File: src/rtl/spawn_if.sv
// Obstacle-spawn handshake bundle between the scheduler, the LFSR and the
// bird/cactus objects. The slave side is the scheduler itself.
interface spawn_if;
    logic        en_i;
    logic        frame_i;
    logic [15:0] rand_i;
    logic        cactus_spawn_o;
    logic        bird_spawn_o;
    logic        rand_next_o;
    logic [1:0]  level_o;

    modport master (
        output en_i, frame_i, rand_i,
        input  cactus_spawn_o, bird_spawn_o, rand_next_o, level_o
    );

    modport slave (
        input  en_i, frame_i, rand_i,
        output cactus_spawn_o, bird_spawn_o, rand_next_o, level_o
    );
endinterface

File: src/rtl/spawn_scheduler.sv
// Once per video frame decides whether a cactus or bird enters the playfield,
// enforcing a frame-counted cooldown between obstacles and a difficulty level
// that ramps with play time. Also requests the next LFSR word every played frame.
module spawn_scheduler #(
    parameter int unsigned MIN_GAP_FRAMES = 40,
    parameter int unsigned LEVEL_FRAMES   = 1800
) (
    input  logic    clk_i,
    input  logic    rst_i,
    input  logic    clr_i,
    spawn_if.slave  bus
);
    typedef enum logic [1:0] {
        IDLE     = 2'd0,
        COOLDOWN = 2'd1,
        ARMED    = 2'd2
    } state_t;

    localparam logic [7:0]  MIN_GAP  = 8'(MIN_GAP_FRAMES);
    localparam logic [10:0] LVL_LAST = 11'(LEVEL_FRAMES - 1);

    // Spawn probability threshold on rand[7:0] doubles with each level.
    function automatic logic [7:0] spawn_threshold(input logic [1:0] lvl);
        logic [7:0] thr;
        case (lvl)
            2'd0:    thr = 8'd8;
            2'd1:    thr = 8'd16;
            2'd2:    thr = 8'd32;
            2'd3:    thr = 8'd64;
            default: thr = 8'd8;
        endcase
        return thr;
    endfunction

    // Post-spawn cooldown: base gap plus a random 0..15 extra, saturating.
    function automatic logic [7:0] gap_load(input logic [3:0] extra);
        logic [8:0] sum;
        sum = {1'b0, MIN_GAP} + {5'd0, extra};
        return sum[8] ? 8'hFF : sum[7:0];
    endfunction

    state_t      state_q,  state_d;
    logic [7:0]  gap_q,    gap_d;
    logic [10:0] lvl_cnt_q, lvl_cnt_d;
    logic [1:0]  level_q,  level_d;
    logic        cactus_q, cactus_d;
    logic        bird_q,   bird_d;
    logic        next_q,   next_d;

    logic        spawn_hit_s;
    logic        unused_rand_s;

    assign spawn_hit_s   = (bus.rand_i[7:0] < spawn_threshold(level_q));
    assign unused_rand_s = ^bus.rand_i[14:12];

    // Next-state, cooldown, difficulty and pulse decisions for one cycle.
    always_comb begin
        state_d   = state_q;
        gap_d     = gap_q;
        lvl_cnt_d = lvl_cnt_q;
        level_d   = level_q;
        cactus_d  = 1'b0;
        bird_d    = 1'b0;
        next_d    = 1'b0;

        if (!bus.en_i) begin
            // Leaving PLAYING (or not yet in it): drop to IDLE, keep the level.
            state_d = IDLE;
            gap_d   = 8'd0;
        end else begin
            case (state_q)
                IDLE: begin
                    state_d = COOLDOWN;
                    gap_d   = MIN_GAP;
                end
                COOLDOWN: begin
                    if (bus.frame_i) begin
                        if (gap_q <= 8'd1) begin
                            gap_d   = 8'd0;
                            state_d = ARMED;
                        end else begin
                            gap_d   = gap_q - 8'd1;
                        end
                    end else begin
                        gap_d = gap_q;
                    end
                end
                ARMED: begin
                    if (bus.frame_i && spawn_hit_s) begin
                        if (bus.rand_i[15] && (level_q != 2'd0)) begin
                            bird_d = 1'b1;
                        end else begin
                            cactus_d = 1'b1;
                        end
                        gap_d   = gap_load(bus.rand_i[11:8]);
                        state_d = COOLDOWN;
                    end else begin
                        state_d = ARMED;
                    end
                end
                default: begin
                    state_d = IDLE;
                    gap_d   = 8'd0;
                end
            endcase

            // Play-time difficulty ramp; spawn above used the pre-update level.
            if (bus.frame_i) begin
                next_d = (state_q != IDLE);
                if (lvl_cnt_q == LVL_LAST) begin
                    lvl_cnt_d = 11'd0;
                    level_d   = (level_q == 2'd3) ? 2'd3 : level_q + 2'd1;
                end else begin
                    lvl_cnt_d = lvl_cnt_q + 11'd1;
                end
            end else begin
                next_d = 1'b0;
            end
        end
    end

    // State and output registers; reset and new-game clear are equivalent.
    always_ff @(posedge clk_i) begin
        if (rst_i || clr_i) begin
            state_q   <= IDLE;
            gap_q     <= 8'd0;
            lvl_cnt_q <= 11'd0;
            level_q   <= 2'd0;
            cactus_q  <= 1'b0;
            bird_q    <= 1'b0;
            next_q    <= 1'b0;
        end else begin
            state_q   <= state_d;
            gap_q     <= gap_d;
            lvl_cnt_q <= lvl_cnt_d;
            level_q   <= level_d;
            cactus_q  <= cactus_d;
            bird_q    <= bird_d;
            next_q    <= next_d;
        end
    end

    assign bus.cactus_spawn_o = cactus_q;
    assign bus.bird_spawn_o   = bird_q;
    assign bus.rand_next_o    = next_q;
    assign bus.level_o        = level_q;
endmodule

File: src/flat_wrapper.sv
// flat-port wrapper written by rule: the top's interface ports become plain ports
module spawn_scheduler_flat 
#(
    parameter int unsigned MIN_GAP_FRAMES = 40,
    parameter int unsigned LEVEL_FRAMES   = 1800
)
  (clk_i, rst_i, clr_i, bus_en_i, bus_frame_i, bus_rand_i, bus_cactus_spawn_o, bus_bird_spawn_o, bus_rand_next_o, bus_level_o);
  spawn_if bus_i ();
  input  logic clk_i;
  input  logic rst_i;
  input  logic clr_i;
  input wire logic [$bits(bus_i.en_i)-1:0] bus_en_i;
  input wire logic [$bits(bus_i.frame_i)-1:0] bus_frame_i;
  input wire logic [$bits(bus_i.rand_i)-1:0] bus_rand_i;
  output wire logic [$bits(bus_i.cactus_spawn_o)-1:0] bus_cactus_spawn_o;
  output wire logic [$bits(bus_i.bird_spawn_o)-1:0] bus_bird_spawn_o;
  output wire logic [$bits(bus_i.rand_next_o)-1:0] bus_rand_next_o;
  output wire logic [$bits(bus_i.level_o)-1:0] bus_level_o;
  assign bus_i.en_i = bus_en_i;
  assign bus_i.frame_i = bus_frame_i;
  assign bus_i.rand_i = bus_rand_i;
  assign bus_cactus_spawn_o = bus_i.cactus_spawn_o;
  assign bus_bird_spawn_o = bus_i.bird_spawn_o;
  assign bus_rand_next_o = bus_i.rand_next_o;
  assign bus_level_o = bus_i.level_o;
  spawn_scheduler #(.MIN_GAP_FRAMES(MIN_GAP_FRAMES), .LEVEL_FRAMES(LEVEL_FRAMES)) u_core (.clk_i(clk_i), .rst_i(rst_i), .clr_i(clr_i), .bus(bus_i));
endmodule
File: config.mk
export PLATFORM = sky130hd
export DESIGN_NAME = spawn_scheduler_flat
export DESIGN_NICKNAME = d
export VERILOG_FILES = /design/src/rtl/spawn_if.sv /design/src/rtl/spawn_scheduler.sv /design/src/flat_wrapper.sv
export SDC_FILE = /design/constraint.sdc
export NUM_CORES = 1
export LEC_CHECK = 0
export ABC_CLOCK_PERIOD_IN_PS = 3000
export CORE_UTILIZATION = 56
export DETAILED_ROUTE_END_ITERATION = 12
export PLACE_DENSITY = 0.84
export SLEW_MARGIN = 40
export SYNTH_ARGS = -nofsm -noshare
export SYNTH_HDL_FRONTEND = slang
export SYNTH_SLANG_ARGS = --single-unit
export TNS_END_PERCENT = 100
File: constraint.sdc
create_clock -name clk_i -period 3 [get_ports clk_i]
set_input_delay 0.6 -clock clk_i [delete_from_list [all_inputs] [get_ports clk_i]]
set_output_delay 0.6 -clock clk_i [all_outputs]
set_load 0.02 [all_outputs]
# Yosys cells after proc, flatten, opt, wreduce, memory -nomap -nowiden
# Cells that the tools add are included.
[classes]
add_sub_neg = 4
magnitude_cmp = 2
eq_ne = 9
n_mux = 14
bitwise_logic = 4
reduce_logical = 14
[ops]
columns = ["op", "n"]
rows = [
  ["8-bit 2-to-1 mux", 4],
  ["8-bit one-hot mux with 4 select lines", 1],
  ["8-bit one-hot mux with 3 select lines", 1],
  ["11-bit by 1-bit adder with 11-bit output, second input constant", 1],
  ["11-bit == test, second input constant", 1],
  ["11-bit 2-to-1 mux", 1],
  ["8-bit by 1-bit less-or-equal comparator with 1-bit output, second input constant", 1],
  ["8-bit < comparator", 1],
  ["2-bit 2-to-1 mux", 4],
  ["8-bit by 1-bit subtractor with 8-bit output, second input constant", 1],
  ["6-bit by 4-bit adder with 7-bit output, first input constant", 1],
  ["2-bit == test, second input constant", 3],
  ["2-bit one-hot mux with 3 select lines", 1],
  ["2-bit AND reduction", 3],
  ["2-bit by 1-bit == test with 1-bit output, second input constant", 2],
  ["2-bit logical NOT", 2],
  ["2-bit by 1-bit inequality test with 1-bit output, second input constant", 2],
  ["1-bit NOT", 4],
  ["2-bit nonzero test", 2],
  ["4-bit OR reduction", 1],
  ["3-bit AND reduction", 1],
  ["3-bit OR reduction", 1],
  ["2-bit by 1-bit adder with 2-bit output, second input constant", 1],
  ["1-bit logical AND", 2],
  ["other kinds (4)", 5],
]
[word_totals]
ff_bits = 26
inputBits = 21
out_inout_bits = 5
wordCells = 54

# Depth between registers and ports, before layout
# Gate-level depths: netlist (run 1).
[logic_depth]
word_depth = 6
mapped_depth = 7
depth_no_buf = 7

# Worst setup path before layout (run 1)
# No wires, ideal clock.
[synth_path]
path_type = "register to register"
start = "register u_core.level_q[0] (netlist: u_core.bus.level_o[0])"
end = "register u_core.gap_q[2]"
setup_ps = 117
arrival_ps = 1793
required_ps = 2883
slack_ps = 1090
stages_incl_launch_ff = 7
path_buffers = 0
period_less_slack_ps = 1910
cell_sequence = "dfxtp_1 > nand2_1 > ha_1 > nand4b_1 > or3_1 > and3_4 > a32o_1"
[synth_between]
elab_chain_cells = 6
word_cells_on_any_way = 9
classes_between = "order compare: 1; eq/ne: 4; mux: 1; reduce/logical: 3"
[synth_lines]
columns = ["item", "line_no", "text"]
rows = [
  ["start, declared", "spawn_scheduler.sv:45", "logic [1:0] level_q, level_d;"],
  ["start signal, assigned", "spawn_scheduler.sv:136", "level_q <= level_d;"],
  ["2-bit == test, or another cell as far along", "spawn_scheduler.sv:25", "case (lvl)"],
  ["8-bit one-hot mux with 4 select lines *", "spawn_scheduler.sv:25", ""],
  ["8-bit < comparator *", "spawn_scheduler.sv:53", "assign spawn_hit_s = (bus.rand_i[7:0] < spawn_threshold(level_q));"],
  ["1-bit logical AND *", "spawn_scheduler.sv:89", "if (bus.frame_i && spawn_hit_s) begin"],
  ["2-bit by 1-bit inequality test with 1-bit output (no source line) *", "-", ""],
  ["2-bit AND reduction (no source line) *", "-", ""],
  ["end signal, assigned", "spawn_scheduler.sv:134", "gap_q <= gap_d;"],
  ["end, declared", "spawn_scheduler.sv:43", "logic [7:0] gap_q, gap_d;"],
]
# Mark *: on every way between the ends. The rest lies on a longest branch, timed or not. The select of a mux whose other input is x is not followed.
# A chain may end at the register's enable or synchronous reset.

# Worst setup path in the final report (run 1)
[layout_path]
start = "input bus_rand_i[5]"
end = "register u_core.gap_q[0]"
[layout_between]
elab_chain_cells = 4
[layout_lines]
columns = ["item", "line_no", "text"]
rows = [
  ["start, declared", "flat_wrapper.sv:14", "input wire logic [$bits(bus_i.rand_i)-1:0] bus_rand_i;"],
  ["8-bit < comparator", "spawn_scheduler.sv:53", ""],
  ["1-bit logical AND", "spawn_scheduler.sv:89", ""],
  ["2-bit by 1-bit inequality test with 1-bit output (no source line)", "-", ""],
  ["2-bit AND reduction (no source line)", "-", ""],
]
# Every way passes these cells.

==> results.cfg, run 1 <==
[power_and_ir_drop]
ir_drop_uv = 294
p_leak_nw = 0.618
power_density_nw_per_um2 = 386

[routing]
drt-initial-drc-count = 40
drc = 0
num_vias = 1316
route.final.wire_length_um = 3220
dr.pass1.iters = 4
via_per_inst = 5.93
ant_nets = 0
detail_route.wl_per_cell_um = 14.5

[clock_network]
cts_tree = done
worstSkewPairLatency_ns = 0.33
postCtsSetupBuffers = 0
clock-sinks = 26
cts_max_level = 1
clockBufferDepth = 2
cts_buffers = 3
cts_resized = 0
path_clk_slew_ns = 0.15
cts_root_buf = clkbuf_4
hold_buffers = 0

[timing]
skew_ns = 0.00322
rsz0062_at_grt = false
period_needed_ns = 2.15
fin_ws_ns = 0.853
setup_violations = 0
max-slew-margin-rel_pct = 67.3
whs_ns = 0.516
drv_slew = 0
hold_violations = 0
setup_tns_ns = 0
finalCritPeriodShare_pct = 71.6
max_clock_freq_ghz = 0.466
worst_pin_slew_ns = 0.489

[logic_synthesis]
synthFlopType = dfxtp_1
synth_seq_cells = 26
synthCells = 172
synth_edf_count = 0
synth_top_family_by_area = simple AND/OR/NAND/NOR gates
avgSynthCellArea_um2 = 8.54
synthSimpleGateAreaFrac_pct = 33.1
ys_top_cells_by_count = 26 x dfxtp_1, 19 x nor2_1, 18 x nand2_1, 10 x a21oi_1, 10 x o21ai_0
yosysTopAreaCellShare_pct = 35.4
ys_types = 44
synth-compound-area-share_pct = 15.2
synth_xor_area_share_pct = 6.56
yosysMostFrequentCell = dfxtp_1
syn_area_um2 = 1470
yosysSeqAreaShare_pct = 35.4
yosys_warnings = 0
synth_nets = 199
synthArstFlopShare_pct = 0
yosys.area.top_type = dfxtp_1
synthAdderAreaFrac_pct = 5.11
synthTopCellsByArea = dfxtp_1 35%, ha_1 5.1%, nor2_1 4.9%
synth_mux_area_share_pct = 0.681

[place]
pre_cts_slack_ns = 0.503
portBuffers = 19
hpwl_um = 2390
place_area_um2 = 1670
place_congestion = 0.880

[hold_path]
hp-class = flip-flop to flip-flop

[critical_path]
cp-start-kind = input port
crit_arrival_ns = 2.39
critical_path_class = input port to flip-flop
cp-end-kind = flip-flop
r2r_slack_ns = 0.98
critical_path_required_ns = 3.24
critPathMaxFanout = 5

[floorplanning]
fp.dieH_um = 53.2
start_util_pct = 59.3
row_count = 18
io_pins = 26
dieArea_um2 = 2830
core_area_um2 = 2480
die_width_um = 53.2

[global_route]
overflow = 0
grt_use_total_pct = 24.6
grt_pass1_vias = 1185
antenna_found_initial = 0
grt_max_degree = 16
grt_pass1_wl_um = 5060

[layout]
antenna_cells = 0
fin_nets = 220
final_area_um2 = 1720
area_growth_pct = 17.0
drive_gt1_share_pct = 7.81

[run]
drv_cap = 0

[status]
status = completed
-- final cells by class --
type                    count  area, um2
clock buffers               3       22.5
multi-input cells         137        892
inverters                   5       18.8
fillers                   202        758
well taps                  30       37.5
repair buffers             20        198
flip-flops and latches     26        520
clock inverters             1       30.0
-- stage by stage --
stage | power [W] | utilization [%] | instances
2_1_floorplan | 0.000396 | - | 172
3_3_place_gp | 0.000421 | 67.3 | 218
3_5_place_dp | 0.000424 | 67.3 | 218
4_1_cts | 0.000667 | 69.4 | 222
5_1_grt | 0.000689 | 69.4 | 222
6_report | 0.000664 | 69.4 | 222
-- power by group --
| group | internal (W) | switching [W] | leakage, nW |
|---|---|---|---|
| Combinational | 0.0000328 | 0.0000317 | 0.380 |
| Clock | 0.000135 | 0.000112 | 0.0279 |
| Sequential | 0.000348 | 0.00000467 | 0.210 |
-- per-layer routing --
| metal | part of all wire (%) | wire, um | global-route usage [%] | vias to the layer above |
|---|---|---|---|---|
| met5 | 0 | 0 | 0 | - |
| met4 | 0.72 | 23 | 9.21 | 0 |
| met3 | 5.7 | 183 | 4.60 | 4 |
| met2 | 49 | 1580 | 41.5 | 48 |
| met1 | 44 | 1430 | 30.6 | 609 |
| li1 | - | - | - | 655 |
-- cells in the final DEF, fill, tap and decap left out, drive strengths merged, types with 2 or more instances in the layout --
| cell | Yosys | routed |
|---|---|---|
| nand3b | 2 | 2 |
| inv | 5 | 5 |
| nor2 | 19 | 19 |
| a21oi | 10 | 10 |
| a32o | 2 | 2 |
| xnor2 | 3 | 3 |
| and3 | 7 | 7 |
| nand2b | 7 | 7 |
| nor3 | 7 | 7 |
| nand4b | 2 | 2 |
| ha | 6 | 6 |
| clkdlybuf4s50 | 0 | 19 |
| nand2 | 18 | 18 |
| or3 | 2 | 2 |
| and2 | 2 | 2 |
| xor2 | 8 | 8 |
| clkbuf | 0 | 3 |
| a31oi | 3 | 3 |
| nand3 | 6 | 6 |
| nor4 | 5 | 5 |
| dfxtp | 26 | 26 |
| a211oi | 2 | 2 |
| o21ai | 10 | 10 |
-- flip-flops by register name, indices dropped and copies added, names as in the netlist --
register and flops:
u_core.gap_q 8, u_core.state_q 2, u_core.bus.level_o 2, u_core.lvl_cnt_q 11, u_core.bus.bird_spawn_o 1, u_core.bus.cactus_spawn_o 1
u_core.bus.rand_next_o 1
-- critical path, cell delays in order --
cell and delay [ns]:
clkdlybuf4s50_1 0.41, ha_1 0.31, a21oi_1 0.25, o22a_2 0.21, nand3_2 0.14, a221o_1 0.29, and3_1 0.18
-- worst paths after layout --
kind                                                         start  cells after the start                               end
worst max-delay path                                 bus_rand_i[5]                      7      u_core.gap_q[0]$_SDFFE_PP0P_
worst min-delay path              u_core.lvl_cnt_q[1]$_SDFFE_PP0P_                      2  u_core.lvl_cnt_q[1]$_SDFFE_PP0P_
worst max register to register  u_core.bus.level_o[0]$_SDFFE_PP0P_                      7      u_core.gap_q[0]$_SDFFE_PP0P_
worst min register to register    u_core.lvl_cnt_q[1]$_SDFFE_PP0P_                      2  u_core.lvl_cnt_q[1]$_SDFFE_PP0P_
-- cell families after synthesis --
family | count (synthesis)
and+or+nand+nor | 84
xor gates and xnor gates | 11
AOI/OAI and AO/OA | 35
buffers and inverters | 9
muxes | 1
DFF | 26
adders and majority gates | 6
Note: power is estimated with default switching activity, not from simulation.
==> run 2: changes to the inputs <==
--- a/config.mk
+++ b/config.mk
@@ -5,10 +5,10 @@
 export SDC_FILE = /design/constraint.sdc
 export NUM_CORES = 1
 export LEC_CHECK = 0
-export ABC_CLOCK_PERIOD_IN_PS = 3000
-export CORE_UTILIZATION = 56
+export ABC_CLOCK_PERIOD_IN_PS = 2200
+export CORE_UTILIZATION = 52
 export DETAILED_ROUTE_END_ITERATION = 12
-export PLACE_DENSITY = 0.84
+export PLACE_DENSITY = 0.79
 export SLEW_MARGIN = 40
 export SYNTH_ARGS = -nofsm -noshare
 export SYNTH_HDL_FRONTEND = slang
==> constraint.sdc (replaced) <==
create_clock -name clk_i -period 2.2 [get_ports clk_i]
set_input_delay 0.44 -clock clk_i [delete_from_list [all_inputs] [get_ports clk_i]]
set_output_delay 0.44 -clock clk_i [all_outputs]
set_load 0.02 [all_outputs]
==> run 2 against run 1 <==
Compared with the run above: non-clock buffer count up 8; clock skew about the same; register-to-register slack worse by 0.76 ns; highest routed layer unchanged; total power up 37%.
==> results.cfg, run 2 (synthesis gave the netlist of run 1 again) <==
[timing]
skew_ns = 0.00363
rsz0062_at_grt = false
worst_pin_slew_ns = 0.489
max-slew-margin-rel_pct = 67.2
max_clock_freq_ghz = 0.506
period_needed_ns = 1.98
setup_violations = 0
finalCritPeriodShare_pct = 89.8
whs_ns = 0.497
hold_violations = 0
drv_slew = 0
fin_ws_ns = 0.223

[global_route]
antenna_found_initial = 0
grt_pass1_wl_um = 5130
grt_max_degree = 16
grt_pass1_vias = 1201
grt_use_total_pct = 23.5
overflow = 0

[clock_network]
clock-sinks = 26
postCtsSetupBuffers = 0
clockBufferDepth = 2
cts_buffers = 3
cts_tree = done
cts_root_buf = clkbuf_4
hold_buffers = 0
worstSkewPairLatency_ns = 0.32
cts_max_level = 1
cts_resized = 0
path_clk_slew_ns = 0.15

[layout]
mostFrequentLayoutCell = dfxtp_1
top_regs = u_core.lvl_cnt_q: 11 flops, u_core.gap_q: 8 flops
fill_cells = 225
fin_nets = 228
largest-register = u_core.lvl_cnt_q
multi_input_comb_area_um2 = 892
final-seq-area_um2 = 520
antenna_cells = 0
layout_common_cells = 26 x dfxtp_1, 19 x nor2_1, 19 x clkdlybuf4s50_1
largest_reg_flops = 11
drive_gt1_share_pct = 11.5
area_growth_pct = 22.0

[power_and_ir_drop]
power_w = 0.000912
p_leak_nw = 0.661
power_density_nw_per_um2 = 509
ir_drop_uv = 356

[critical_path]
r2r_slack_ns = 0.22
crit_arrival_ns = 2.25
rr_worst_depth = 7
critical_path_required_ns = 2.47
critPathMaxFanout = 5
r2r_end = u_core.gap_q[2]$_SDFFE_PP0P_
startpoint = u_core.gap_q[0]$_SDFFE_PP0P_
critical_path_class = flip-flop to flip-flop
cp-end-kind = flip-flop
rr_startpoint = u_core.gap_q[0]$_SDFFE_PP0P_
cp-start-kind = flip-flop
endpoint = u_core.gap_q[2]$_SDFFE_PP0P_

[floorplanning]
start_util_pct = 57.2
row_count = 18
fp.dieH_um = 55.2
die_width_um = 55.2
core_area_um2 = 2570
dieArea_um2 = 3040
io_pins = 26

[routing]
ant_nets = 0
dr.pass1.iters = 4
via_per_inst = 5.89
num_vias = 1354
route.final.wire_length_um = 3100
drt-initial-drc-count = 52
drc = 0
detail_route.wl_per_cell_um = 13.5

[place]
place_congestion = 0.947
pre_cts_slack_ns = -0.0737
portBuffers = 19
hpwl_um = 2330

[run]
drv_cap = 0

[status]
status = completed

[hold_path]
hp-class = flip-flop to flip-flop
## run 2: worst min-delay path by stage
stage | to | from | slack [ns] | depth (start not counted)
floorplan | u_core.lvl_cnt_q[1]$_SDFFE_PP0P_ | u_core.lvl_cnt_q[1]$_SDFFE_PP0P_ | 0.45 | 2
global placement | u_core.lvl_cnt_q[1]$_SDFFE_PP0P_ | u_core.lvl_cnt_q[1]$_SDFFE_PP0P_ | 0.46 | 2
detailed placement | u_core.lvl_cnt_q[1]$_SDFFE_PP0P_ | u_core.lvl_cnt_q[1]$_SDFFE_PP0P_ | 0.47 | 2
CTS | u_core.lvl_cnt_q[1]$_SDFFE_PP0P_ | u_core.lvl_cnt_q[1]$_SDFFE_PP0P_ | 0.49 | 2
global route | u_core.lvl_cnt_q[1]$_SDFFE_PP0P_ | u_core.lvl_cnt_q[1]$_SDFFE_PP0P_ | 0.52 | 2
finish | u_core.lvl_cnt_q[1]$_SDFFE_PP0P_ | u_core.lvl_cnt_q[1]$_SDFFE_PP0P_ | 0.50 | 2
## run 2: layout make-up
cell class | instances | share of cell area [%]
multi-input cells | 137 | 49.8
flip-flops and latches | 26 | 29.1
repair buffers | 28 | 15.1
well taps | 30 | 2.09
clock inverters | 1 | 1.68
clock buffers | 3 | 1.26
inverters | 5 | 1.05
## run 2: through the flow
step / std cells / TNS [ns] / instance area, um2 / utilization, %
global placement: 226 / -0.176 / 1740 / 67.7
floorplan: 172 / 0 / 1470 / -
global route: 230 / 0 / 1790 / 69.8
finish: 230 / 0 / 1790 / 69.8
CTS: 230 / 0 / 1790 / 69.8
detailed placement: 226 / -0.301 / 1740 / 67.7
## run 2: routing by layer
| metal | vias to the layer above | GRT usage, % | part of all wire (%) |
|---|---|---|---|
| met5 | - | 0 | 0 |
| met4 | 0 | 5.83 | 0.65 |
| met3 | 2 | 4.37 | 5.3 |
| met2 | 46 | 37.3 | 44 |
| met1 | 629 | 32.5 | 50 |
| li1 | 677 | - | - |
## run 2: worst max-delay path: stages (launching register included)
cell and delay (ns):
dfxtp_1 0.40, inv_1 0.09, ha_1 0.26, or2_0 0.26, a31oi_1 0.43, or2b_1 0.27
nand2_1 0.06, a32o_1 0.16
## run 2: power breakdown
group          internal (W)  switching [W]
Sequential         0.000475     0.00000618
Combinational     0.0000541      0.0000457
Clock              0.000184       0.000147
Total              0.000713       0.000199
==> run 3: changes to the inputs <==
--- a/config.mk
+++ b/config.mk
@@ -5,7 +5,7 @@
 export SDC_FILE = /design/constraint.sdc
 export NUM_CORES = 1
 export LEC_CHECK = 0
-export ABC_CLOCK_PERIOD_IN_PS = 2200
+export ABC_CLOCK_PERIOD_IN_PS = 2000
 export CORE_UTILIZATION = 52
 export DETAILED_ROUTE_END_ITERATION = 12
 export PLACE_DENSITY = 0.79
==> constraint.sdc (replaced) <==
create_clock -name clk_i -period 2 [get_ports clk_i]
set_input_delay 0.4 -clock clk_i [delete_from_list [all_inputs] [get_ports clk_i]]
set_output_delay 0.4 -clock clk_i [all_outputs]
set_load 0.02 [all_outputs]
==> run 3 against run 2 <==
Compared with the run above: non-clock buffer count increased by 7; cell count increased by 3.0%; setup slack got worse by 0.19 ns; clock skew decreased by 0.0012 ns; total power increased by 11%; critical endpoint is now u_core.gap_q[3]$_SDFFE_PP0P_; utilization increased by 3.1 points; design area increased by 4.5%.
==> results.cfg, run 3 (synthesis gave the netlist of run 1 again) <==
[layout]
antenna_cells = 0
final_area_um2 = 1870
area_growth_pct = 27.4
largest-register = u_core.lvl_cnt_q
drive_gt1_share_pct = 17.4
largest_reg_flops = 11
final_cells = 237
fin_nets = 235
mostFrequentLayoutCell = dfxtp_1
top_regs = u_core.lvl_cnt_q: 11 flops, u_core.gap_q: 8 flops
layout_common_cells = 24 x dfxtp_1, 19 x clkdlybuf4s50_1, 18 x nand2_1, 18 x nor2_1, 15 x buf_4

[place]
portBuffers = 19
pre_cts_slack_ns = -0.279
hpwl_um = 2480
dp_cells = 233
place_congestion = 0.934
place_area_um2 = 1790

[global_route]
busiest_layer = met2
grt_use_total_pct = 25.1
met1_usage_pct = 32.1
overflow = 0
grt_pass1_vias = 1272
met2_usage_pct = 41.8
grt_max_degree = 16
met3_usage_pct = 4.37
antenna_found_initial = 0
grt_pass1_wl_um = 5420

[routing]
via_per_inst = 5.88
drt-initial-drc-count = 38
ant_nets = 0
route.final.wire_length_um = 3370
detail_route.wl_per_cell_um = 14.2
num_vias = 1394
drc = 0
dr.pass1.iters = 4

[floorplanning]
fp.dieH_um = 55.2
row_count = 18
start_util_pct = 57.2
dieArea_um2 = 3040
io_pins = 26
die_width_um = 55.2
core_area_um2 = 2570

[critical_path]
r2r_slack_ns = 0.05
critPathMaxStageDelay_ns = 0.44
crit_family = simple AND/OR/NAND/NOR gates
cpMaxStageDelayCell = or3_1
critical_path_required_ns = 2.23
cp-end-kind = flip-flop
crit_arrival_ns = 2.19
path_cells = clkdlybuf4s50_1, ha_1, nand4b_1, or3_1, and3_4, o21ai_0, a21oi_1
critical_path_class = input port to flip-flop
critPathBufInv = 1
critPathMaxFanout = 5
cp-start-kind = input port

[clock_network]
path_clk_slew_ns = 0.14
cts_buffers = 3
worstSkewPairLatency_ns = 0.32
clockBufferDepth = 2
cts_root_buf = clkbuf_4
cts_max_level = 1
postCtsSetupBuffers = 0
clock-sinks = 26
hold_buffers = 0
cts_tree = done

[status]
status = completed

[timing]
max_clock_freq_ghz = 0.510
drv_slew = 0
fin_ws_ns = 0.0379
period_needed_ns = 1.96
max-slew-margin-rel_pct = 70.4
finalCritPeriodShare_pct = 98.1
skew_ns = 0.00245
setup_violations = 0
worst_pin_slew_ns = 0.443
hold_violations = 0

[power_and_ir_drop]
ir_drop_uv = 480
power_density_nw_per_um2 = 539
p_leak_nw = 0.700

[run]
drv_cap = 0

[hold_path]
hp-class = flip-flop to flip-flop
run 3: repair_timing:
item,in CTS,in global routing
resized for setup,1,6
endpoints found under the setup margin,3,8
pin swaps,0,0
run 3: area by class of cell:
type	count	area, um2
clock buffers	3	22.5
well taps	30	37.5
clock inverters	1	30.0
flip-flops and latches	26	523
multi-input cells	137	917
fillers	196	696
inverters	5	18.8
repair buffers	35	323
run 3: where the power goes:
part           switching (W)  internal, W
Combinational      0.0000539    0.0000634
Clock               0.000160     0.000203
Sequential        0.00000686     0.000522
Total               0.000220     0.000788
run 3: final timing paths:
check	start	endpoint	depth (start not counted)
worst max-delay path	bus_rand_i[6]	u_core.gap_q[3]$_SDFFE_PP0P_	7
worst min-delay path	u_core.lvl_cnt_q[1]$_SDFFE_PP0P_	u_core.lvl_cnt_q[1]$_SDFFE_PP0P_	2
worst min register to register	u_core.lvl_cnt_q[1]$_SDFFE_PP0P_	u_core.lvl_cnt_q[1]$_SDFFE_PP0P_	2
worst max register to register	u_core.bus.level_o[0]$_SDFFE_PP0P_	u_core.gap_q[3]$_SDFFE_PP0P_	7
run 3: layer usage:
metal  wire length [um]  vias to the layer above
li1                   -                      687
met1               1480                      649
met2               1620                       53
met3                221                        5
met4                 45                        0
met5                  0                        -
run 3: through the flow:
step | util, % | power [W] | TNS [ns] | hold WS (ns)
finish | 72.9 | 0.00101 | 0 | 0.495
detailed placement | 69.8 | 0.000651 | -2.45 | 0.471
floorplan | - | 0.000594 | 0 | 0.453
CTS | 71.9 | 0.00101 | 0 | 0.491
global route | 72.9 | 0.00105 | -0.00535 | 0.530
global placement | 69.8 | 0.000648 | -1.45 | 0.456
run 3: worst register-to-register path, stage by stage (launching register included):
cell      delay [ns]
dfxtp_2         0.38
nand2b_1        0.15
ha_1            0.30
nand4b_1        0.15
or3_1           0.44
and3_4          0.22
o21ai_0         0.15
a21oi_1         0.06
